$ cat src/rtl/mdu_if.sv
// mdu_if: start/busy/done handshake and HI/LO result bus of the multiply/divide unit.
interface mdu_if #(parameter int WIDTH = 32);
    logic             start;
    logic [2:0]       op;
    logic [WIDTH-1:0] a;
    logic [WIDTH-1:0] b;
    logic             flush;
    logic             busy;
    logic             done;
    logic             div_zero;
    logic [WIDTH-1:0] hi;
    logic [WIDTH-1:0] lo;

    modport master (output start, op, a, b, flush, input busy, done, div_zero, hi, lo);
    modport slave  (input start, op, a, b, flush, output busy, done, div_zero, hi, lo);
endinterface

$ cat src/rtl/mul_div_unit.sv
// mul_div_unit: iterative MULT/MULTU/DIV/DIVU engine owning HI/LO, also written by MTHI/MTLO.
// Define MDU_FAST_MUL_EN for single-cycle multiplies; divides stay radix-2 restoring.
module mul_div_unit #(
    parameter int WIDTH = 32
) (
    input  logic  clk,
    input  logic  rst_n,
    mdu_if.slave  bus
);
    localparam int CW = $clog2(WIDTH);

    typedef enum logic [1:0] {IDLE, RUN, DONE} state_t;

    state_t             state, state_nx;
    logic [2*WIDTH-1:0] acc, acc_nx, prod;
    logic [WIDTH-1:0]   opnd, a_raw, a_mag, b_mag, quo, rem, hi_res, lo_res;
    logic [WIDTH:0]     psum, sh;
    logic [CW-1:0]      cnt;
    logic               is_div, neg_q, neg_r, b_zero, a_neg, b_neg;
    logic               accept, long_op, last, ge;

    assign accept  = bus.start && !bus.flush && state != RUN;
    assign long_op = !bus.op[2];
    assign a_neg   = !bus.op[0] && bus.a[WIDTH-1];
    assign b_neg   = !bus.op[0] && bus.b[WIDTH-1];
    assign a_mag   = a_neg ? -bus.a : bus.a;
    assign b_mag   = b_neg ? -bus.b : bus.b;
`ifdef MDU_FAST_MUL_EN
    assign last    = cnt == CW'(WIDTH - 1) || !is_div;
`else
    assign last    = cnt == CW'(WIDTH - 1);
`endif

    // acc holds {partial product, multiplier} or {remainder, dividend/quotient}
    always_comb begin
        psum   = {1'b0, acc[2*WIDTH-1:WIDTH]} + {1'b0, acc[0] ? opnd : '0};
        sh     = {acc[2*WIDTH-1:WIDTH], acc[WIDTH-1]};
        ge     = sh >= {1'b0, opnd};
        acc_nx = is_div ? {ge ? WIDTH'(sh - {1'b0, opnd}) : sh[WIDTH-1:0], acc[WIDTH-2:0], ge}
                        : {psum, acc[WIDTH-1:1]};
`ifdef MDU_FAST_MUL_EN
        if (!is_div)
            acc_nx = {{WIDTH{1'b0}}, opnd} * {{WIDTH{1'b0}}, acc[WIDTH-1:0]};
`endif
        prod   = neg_q ? -acc_nx : acc_nx;
        quo    = neg_q ? -acc_nx[WIDTH-1:0] : acc_nx[WIDTH-1:0];
        rem    = neg_r ? -acc_nx[2*WIDTH-1:WIDTH] : acc_nx[2*WIDTH-1:WIDTH];
        hi_res = !is_div ? prod[2*WIDTH-1:WIDTH] : b_zero ? a_raw : rem;
        lo_res = !is_div ? prod[WIDTH-1:0] : b_zero ? '1 : quo;
    end

    always_ff @(posedge clk or negedge rst_n)
        if (!rst_n) state <= IDLE;
        else        state <= state_nx;

    always_comb begin
        state_nx = bus.flush     ? IDLE :
                   state == RUN  ? (last ? DONE : RUN) :
                   accept && long_op ? RUN : IDLE;
    end

    always_comb begin
        bus.busy = state == RUN;
        bus.done = state == DONE;
    end

    always_ff @(posedge clk or negedge rst_n) begin
        if (!rst_n) begin
            acc          <= '0;
            opnd         <= '0;
            a_raw        <= '0;
            cnt          <= '0;
            is_div       <= 1'b0;
            neg_q        <= 1'b0;
            neg_r        <= 1'b0;
            b_zero       <= 1'b0;
            bus.hi       <= '0;
            bus.lo       <= '0;
            bus.div_zero <= 1'b0;
        end else if (accept) begin
            if (long_op) begin
                is_div       <= bus.op[1];
                opnd         <= bus.op[1] ? b_mag : a_mag;
                acc          <= {{WIDTH{1'b0}}, bus.op[1] ? a_mag : b_mag};
                neg_q        <= a_neg ^ b_neg;
                neg_r        <= a_neg;
                b_zero       <= bus.b == '0;
                a_raw        <= bus.a;
                cnt          <= '0;
                bus.div_zero <= 1'b0;
            end
            if (bus.op == 3'b100) bus.hi <= bus.a;
            if (bus.op == 3'b101) bus.lo <= bus.a;
        end else if (state == RUN && !bus.flush) begin
            acc <= acc_nx;
            cnt <= cnt + 1'b1;
            if (last) begin
                bus.hi <= hi_res;
                bus.lo <= lo_res;
                if (is_div && b_zero) bus.div_zero <= 1'b1;
            end
        end
    end
endmodule

$ cat src/flat_wrapper.sv
// flat-port wrapper written by rule: the top's interface ports become plain ports
module mul_div_unit_flat 
#(
    parameter int WIDTH = 32
)
  (clk, rst_n, bus_start, bus_op, bus_a, bus_b, bus_flush, bus_busy, bus_done, bus_div_zero, bus_hi, bus_lo);
  mdu_if #(.WIDTH(WIDTH)) bus_i ();
  input  logic clk;
  input  logic rst_n;
  input wire logic [$bits(bus_i.start)-1:0] bus_start;
  input wire logic [$bits(bus_i.op)-1:0] bus_op;
  input wire logic [$bits(bus_i.a)-1:0] bus_a;
  input wire logic [$bits(bus_i.b)-1:0] bus_b;
  input wire logic [$bits(bus_i.flush)-1:0] bus_flush;
  output wire logic [$bits(bus_i.busy)-1:0] bus_busy;
  output wire logic [$bits(bus_i.done)-1:0] bus_done;
  output wire logic [$bits(bus_i.div_zero)-1:0] bus_div_zero;
  output wire logic [$bits(bus_i.hi)-1:0] bus_hi;
  output wire logic [$bits(bus_i.lo)-1:0] bus_lo;
  assign bus_i.start = bus_start;
  assign bus_i.op = bus_op;
  assign bus_i.a = bus_a;
  assign bus_i.b = bus_b;
  assign bus_i.flush = bus_flush;
  assign bus_busy = bus_i.busy;
  assign bus_done = bus_i.done;
  assign bus_div_zero = bus_i.div_zero;
  assign bus_hi = bus_i.hi;
  assign bus_lo = bus_i.lo;
  mul_div_unit #(.WIDTH(WIDTH)) u_core (.clk(clk), .rst_n(rst_n), .bus(bus_i));
endmodule
$ cat config.mk
export PLATFORM = sky130hd
export DESIGN_NAME = mul_div_unit_flat
export DESIGN_NICKNAME = d
export VERILOG_FILES = /design/src/rtl/mdu_if.sv /design/src/rtl/mul_div_unit.sv /design/src/flat_wrapper.sv
export SDC_FILE = /design/constraint.sdc
export NUM_CORES = 1
export LEC_CHECK = 0
export ABC_AREA = 0
export CELL_PAD_IN_SITES_DETAIL_PLACEMENT = 1
export CELL_PAD_IN_SITES_GLOBAL_PLACEMENT = 2
export CORE_UTILIZATION = 39
export CTS_BUF_LIST = sky130_fd_sc_hd__clkbuf_2 sky130_fd_sc_hd__clkbuf_4 sky130_fd_sc_hd__clkbuf_8
export DETAILED_ROUTE_END_ITERATION = 12
export MAX_ROUTING_LAYER = met4
export PLACE_DENSITY_LB_ADDON = 0.1
export SETUP_SLACK_MARGIN = 0.1
export SYNTH_ARGS = -nofsm -noshare
export SYNTH_HDL_FRONTEND = slang
export SYNTH_SLANG_ARGS = --single-unit
$ cat constraint.sdc
create_clock -name clk -period 6.6 [get_ports clk]
set_clock_uncertainty 0.05 [all_clocks]
set_input_delay 0.99 -clock clk [delete_from_list [all_inputs] [get_ports clk]]
set_output_delay 0.99 -clock clk [all_outputs]
set_load 0.01 [all_outputs]
* Yosys cells after proc, flatten, opt, wreduce, memory -nomap -nowiden
Index checks and enable logic that the tools add are counted.
** Storage, ports and cells
- Output and inout bits :: 67
- Word-level logic and storage cells :: 88
- Register bits :: 204
- Input bits :: 71
** Operators by class
- Mux-type cells :: 37
- Order comparisons :: 1
- Reduce and logical (&&, ||, !) cells :: 19
- Bitwise gates (word level) :: 2
- Equality and inequality tests :: 9
- Add/sub/neg operators :: 8
** Operator list (count)
- $mux 32 :: 20
- $mux 64 :: 5
- $neg 32->32 :: 4
- $neg 64->64 :: 1
- $add 32x32->33 :: 1
- $ge 33x32->1 :: 1
- $logic_not 32->1 :: 1
- $sub 32x32->32 :: 1
- $mux 5 :: 3
- $logic_and 1x1->1 :: 7
- $eq 3x3->1 const B :: 2
- $mux 1 :: 6
- $mux 2 :: 3
- $ne 2x2->1 const B :: 3
- $reduce_and 3->1 :: 2
- $reduce_bool 2->1 :: 3
- $add 5x1->5 const B :: 1
- $eq 5x5->1 const B :: 1
- $reduce_and 2->1 :: 2
- $reduce_and 4->1 :: 1
- $logic_not 1->1 :: 3
- $eq 2x1->1 const B :: 1
- $eq 2x2->1 const B :: 1
- $ne 2x1->1 const B :: 1
- 2 further kinds :: 2

* Depth between registers and ports, before layout
Gate-level depths: netlist of the first run.
- Depth in word-level cells :: 10
- Gate-level depth with buffers :: 21
- Gate-level depth less buffers :: 20

* Least setup slack after synthesis of the first run
OpenSTA, ideal clock, no wires.
- Path type :: register to register
- From :: register u_core.acc[0]
- To :: register u_core.bus.hi[28]
- Required time :: 6.415 ns
- Clock period less this slack :: 4.363 ns
- Path slack :: 2.237 ns
- Library setup time :: 0.135 ns
- Cell stages (with the launch flop) :: 17
- Path buffers :: 2
- Arrival time :: 4.179 ns
- Path through :: dfrtp_1 -> clkbuf_1 -> and2_1 -> ha_1 -> clkbuf_1 -> nand2_1 -> o21a_1 -> a2111o_1 -> a21oi_1 -> o21a_1 -> o32ai_1 -> nor4_1 -> nand4_1 -> or4_1 -> mux2i_1 -> a2111oi_0 -> o31ai_1
** On the way
- Cells in the longest elaborated chain, start to end :: 10
- Elaborated cells between the ends (all ways) :: 12
- Classes of those cells :: 3 x add/sub; 9 x mux
** RTL lines
- from (decl) :: RTL line mul_div_unit.sv:15 : logic [2*WIDTH-1:0] acc, acc_nx, prod;
- from (signal assigned) :: RTL line mul_div_unit.sv:84 : acc <= {{WIDTH{1'b0}}, bus.op[1] ? a_mag : b_mag};
- from (signal assigned) :: RTL line mul_div_unit.sv:95 : acc <= acc_nx;
- $mux 32 :: RTL line mul_div_unit.sv:36 : psum = {1'b0, acc[2*WIDTH-1:WIDTH]} + {1'b0, acc[0] ? opnd : '0};
- $add 32x32->33 :: RTL line mul_div_unit.sv:36
- $mux 64 * :: RTL line mul_div_unit.sv:39 : acc_nx = is_div ? {ge ? WIDTH'(sh - {1'b0, opnd}) : sh[WIDTH-1:0], acc[WIDTH-2:0], ge}
- $neg 32->32 :: RTL line mul_div_unit.sv:47 : rem = neg_r ? -acc_nx[2*WIDTH-1:WIDTH] : acc_nx[2*WIDTH-1:WIDTH];
- $mux 32 :: RTL line mul_div_unit.sv:47
- $mux 32 :: RTL line mul_div_unit.sv:48 : hi_res = !is_div ? prod[2*WIDTH-1:WIDTH] : b_zero ? a_raw : rem;
- $mux 32 * :: RTL line mul_div_unit.sv:48
- $mux 32 * :: RTL line mul_div_unit.sv:97 : if (last) begin
- $mux 32 * :: RTL line mul_div_unit.sv:94 : end else if (state == RUN && !bus.flush) begin
- $mux 32 * :: RTL line mul_div_unit.sv:80 : end else if (accept) begin
- to (signal assigned) :: RTL line mul_div_unit.sv:92 : if (bus.op == 3'b100) bus.hi <= bus.a;
- to (signal assigned) :: RTL line mul_div_unit.sv:98 : bus.hi <= hi_res;
- to (decl) :: RTL line mdu_if.sv:15 : modport slave (input start, op, a, b, flush, output busy, done, div_zero, hi, lo);
Every way passes the cells marked *; elsewhere a longest branch is shown, timed or not. The select of a mux whose other input is x is not followed.
A chain may end at the register's enable or synchronous reset.

* Worst setup path after layout of the first run
- From :: register u_core.acc[32]
- To :: register u_core.bus.hi[28]
** On the way
- Cells in the longest elaborated chain, start to end :: 10
- Elaborated cells between the ends (all ways) :: 14
- Classes of those cells :: 4 x add/sub; 1 x order compare; 9 x mux
** RTL lines (RTL line)
- $sub 32x32->32 or $ge 33x32->1 (tied branches) :: mul_div_unit.sv:39, mul_div_unit.sv:38
- $mux 32 :: mul_div_unit.sv:39
- $mux 64 * :: mul_div_unit.sv:39
- $neg 32->32 :: mul_div_unit.sv:47
- $mux 32 :: mul_div_unit.sv:47
- $mux 32 :: mul_div_unit.sv:48
- $mux 32 * :: mul_div_unit.sv:48
- $mux 32 * :: mul_div_unit.sv:97
- $mux 32 * :: mul_div_unit.sv:94
- $mux 32 * :: mul_div_unit.sv:80
Marked as above.

==> impl_results.md, run 1 <==
- Status: complete, no violations
- Top post-synthesis cells by area: dfrtp_1 (27%), nand2_1 (7.6%), o21ai_0 (6.9%)
- Overall power: 9.88 mW
- Clock Tree Buf Depth: 3
- Post-DR vias/cell: 6.28
- Worst slew margin: 20.6%
- CP Launch Type: register
- CP Capture Type: register
- Dpl cell area: 0.0205 mm²
- Antenna violations before repair: 8
- # hold bufs at CTS: 0
- Endpoints failing setup: 0
- Dpl hpwl: 67.9 mm
- Initial core utilization: 39.4%
- Clock-pin slew on the worst setup and hold paths: 0.06 ns
- Finished Cell Area: 0.0214 mm²
- Hold Crit Class: input pin to asynchronous set/reset pin
- TritonRoute pass-1 iters: 5
- Via count: 19,900
- Synth Flop Type: dfrtp_1
- Path depth of the worst reg2reg path: 13
- Total die area: 0.0490 mm²
- Sequential fraction of the synthesis area: 27.2%
- Largest family of logic cells by synthesized area: compound AO/OA/AOI/OAI gates
- Flops & latches, synth: 204
- Share of layout cells above drive strength 1: 7.08%
- Synth Area in Adders: 4.88%
- Most frequent cell after synthesis: nand2_1
- RSZ-0062 raised after global routing: false
- Post-layout instance count excluding filler cells: 3,174
- DR iter-0 viols: 1,496
- GR Util All Layers: 36.3%
- Worst r2r dst: u_core.bus.hi[28]$_DFFE_PN0P_
- Critical path fanouts, max: 14
- Critical path required time: 7.05 ns
- Syn Area/Cell: 7.55 µm²
- Io pins: 138
- Post-synth cell types: 104
- Final Hold Viols: 0
- Max-Cap Viols: 0
- R2R Setup Slk: 0.60 ns
- Final setup TNS: 0 ns
- Clock root buffer: clkbuf_8
- Compound-cell area share of the yosys netlist: 27.4%
- Port bufs: 137
- Routed WL: 87.4 mm
- Area added between synthesis and finish: 13.9%
- F_max: 0.167 GHz
- RD Place Congestion: 0.962
- WL per Instance: 27.5 µm
- Post-synth EDFFs: 0
- Crit path to: u_core.bus.hi[28]$_DFFE_PN0P_
- Syn_nets: 2,632
- Dpl ws: 0.778 ns
- # resized after CTS: 0
- Postcts setup bufs: 0
- Share of flip-flops with an asynchronous set or reset: 100%
- Max Slew Vio Count: 0
- Slew @ Worst Pin: 1.19 ns
- Die Ht: 221 µm
- First-pass GRT wire length: 129 mm
- Area share of the largest cell type after synthesis: 27.2%
- CTS HTree Levels: 2
- Xor-xnor portion of the synthesized cell area: 7.55%
- Pwr per Cell Area: 462 mW/mm²
- FP Rows: 80
- GR Overflow Total: 0
- Final ANT Viol Nets: 0
- Largest net degree at the start of global routing: 118
- Worst r2r src: u_core.acc[32]$_DFFE_PN0P_
- CP Data Arrival Time: 6.45 ns
- Crit Path Class: register to register
- Biggest area consumer among synthesized cells: dfrtp_1
- Number of buffers created by CTS: 42
- Dpl cells: 3,103
- # DRC: 0
- CTS sink cnt: 204
- Synth top cells by count: nand2_1 (382), o21ai_0 (260), dfrtp_1 (204)
- Worst vdd ir: 0.000225 V
- CTS tree: yes
- Post-synthesis mux area share: 3.42%
- Synth Instances: 2,489
- Final WS setup: 0.596 ns
- Total Nets Final: 2,675
- Worst setup path startpoint: u_core.acc[32]$_DFFE_PN0P_
- Core area: 0.0476 mm²
- Chip width: 221 µm
- Period utilization: 91.0%
- Synth warn: 0
- Netlist Area Pre-Place: 0.0188 mm²
- Period minus WS final: 6.00 ns
- Worst skew pair latency: 0.67 ns
- Pleak: 8.95 nW
- Post-synthesis simple-gate area fraction: 23.8%
- Vias in the first global route: 20,300
[kinds of logic (layout without fill, tap and decap cells)]
group	after synthesis	after routing
compound gates	789	789
xor+xnor	162	162
fa+ha+maj	72	72
buf+inv	259	326
flops	204	204
mux	63	63
other cells	0	3
simple gates	940	940
[worst min-delay path by stage]
stage                                 startpoint                      endpoint  depth (start not counted)
floorplan           u_core.a_raw[20]$_DFFE_PN0P_  u_core.a_raw[20]$_DFFE_PN0P_                          2
global placement    u_core.a_raw[21]$_DFFE_PN0P_  u_core.a_raw[21]$_DFFE_PN0P_                          2
detailed placement  u_core.a_raw[21]$_DFFE_PN0P_  u_core.a_raw[21]$_DFFE_PN0P_                          2
CTS                                        rst_n   u_core.opnd[22]$_DFFE_PN0P_                          1
global route                               rst_n   u_core.opnd[22]$_DFFE_PN0P_                          1
finish                                     rst_n   u_core.opnd[22]$_DFFE_PN0P_                          1
[per-layer routing]
layer	vias up	global-route usage, %	share of wire (%)	wire [µm]
li1	9121	-	-	-
met1	9977	42.8	40	35100
met2	636	60.1	48	42200
met3	184	4.54	5.3	4640
met4	0	20.0	6.2	5410
met5	-	-	0	0
[state kept, by name, indices dropped and copies added, names as in the netlist]
| register | flops |
|---|---|
| u_core.neg_q | 1 |
| u_core.b_zero | 1 |
| u_core.state | 2 |
| u_core.opnd | 32 |
| u_core.neg_r | 1 |
| u_core.bus.hi | 32 |
| u_core.a_raw | 32 |
| u_core.cnt | 5 |
| u_core.is_div | 1 |
| u_core.acc | 64 |
| u_core.bus.lo | 32 |
| u_core.bus.div_zero | 1 |
[layout by cell type (no fill, tap or decap), types with 73 or more instances in the layout]
cell,count
a21oi_1,164
clkdlybuf4s50_1,135
dfrtp_1,203
inv_1,78
nand2_1,380
nand3_1,73
nor2_1,168
o21ai_0,260
xnor2_1,88
xor2_1,74
[where the power goes]
part | switching [mW] | leakage [nW] | total, mW | internal [mW]
registers | 0.381 | 2.64 | 1.96 | 1.58
logic | 4.23 | 5.84 | 6.45 | 2.22
clock network | 0.653 | 0.461 | 1.47 | 0.814
total | 5.27 | 8.95 | 9.88 | 4.61
[worst max-delay path, stage by stage (launching register included)]
cell       delay [ns]
dfrtp_1          0.44
ha_1             0.32
nor2b_1          0.17
o2111ai_1        0.37
a21oi_2          0.19
o311a_1          0.62
nor2_1           0.78
nor4_1           0.27
nor4_1           0.83
nand4_1          0.42
or4_1            0.73
mux2i_1          0.17
a2111oi_0        0.36
o31ai_1          0.12
[stage by stage]
| stage | hold WS, ns | util (%) |
|---|---|---|
| 2_1_floorplan | 0.390 | - |
| 3_3_place_gp | 0.402 | 43.0 |
| 3_5_place_dp | 0.408 | 43.0 |
| 4_1_cts | 0.367 | 44.9 |
| 5_1_grt | 0.349 | 44.9 |
| 6_report | 0.280 | 44.9 |
[area by class of cell]
type	instances	area, µm²
Tap cell	615	769
Timing Repair Buffer	179	1700
Clock buffer	63	805
Antenna cell	3	7.51
Sequential cell	204	5110
Clock inverter	5	68.8
Fill cell	5830	26300
Inverter	79	297
Multi-Input combinational cell	2026	12600
No activity file was read; power rests on OpenSTA's default activity.
==> inputs of run 2 (changes only) <==
--- a/config.mk
+++ b/config.mk
@@ -6,11 +6,13 @@
 export NUM_CORES = 1
 export LEC_CHECK = 0
 export ABC_AREA = 0
+export CAP_MARGIN = 10
 export CELL_PAD_IN_SITES_DETAIL_PLACEMENT = 1
 export CELL_PAD_IN_SITES_GLOBAL_PLACEMENT = 2
 export CORE_UTILIZATION = 39
 export CTS_BUF_LIST = sky130_fd_sc_hd__clkbuf_2 sky130_fd_sc_hd__clkbuf_4 sky130_fd_sc_hd__clkbuf_8
 export DETAILED_ROUTE_END_ITERATION = 12
+export HOLD_SLACK_MARGIN = 0.03
 export MAX_ROUTING_LAYER = met4
 export PLACE_DENSITY_LB_ADDON = 0.1
 export SETUP_SLACK_MARGIN = 0.1
==> results of run 2 <==
The final DEF is identical to that of run 1; final timing and power are the same.
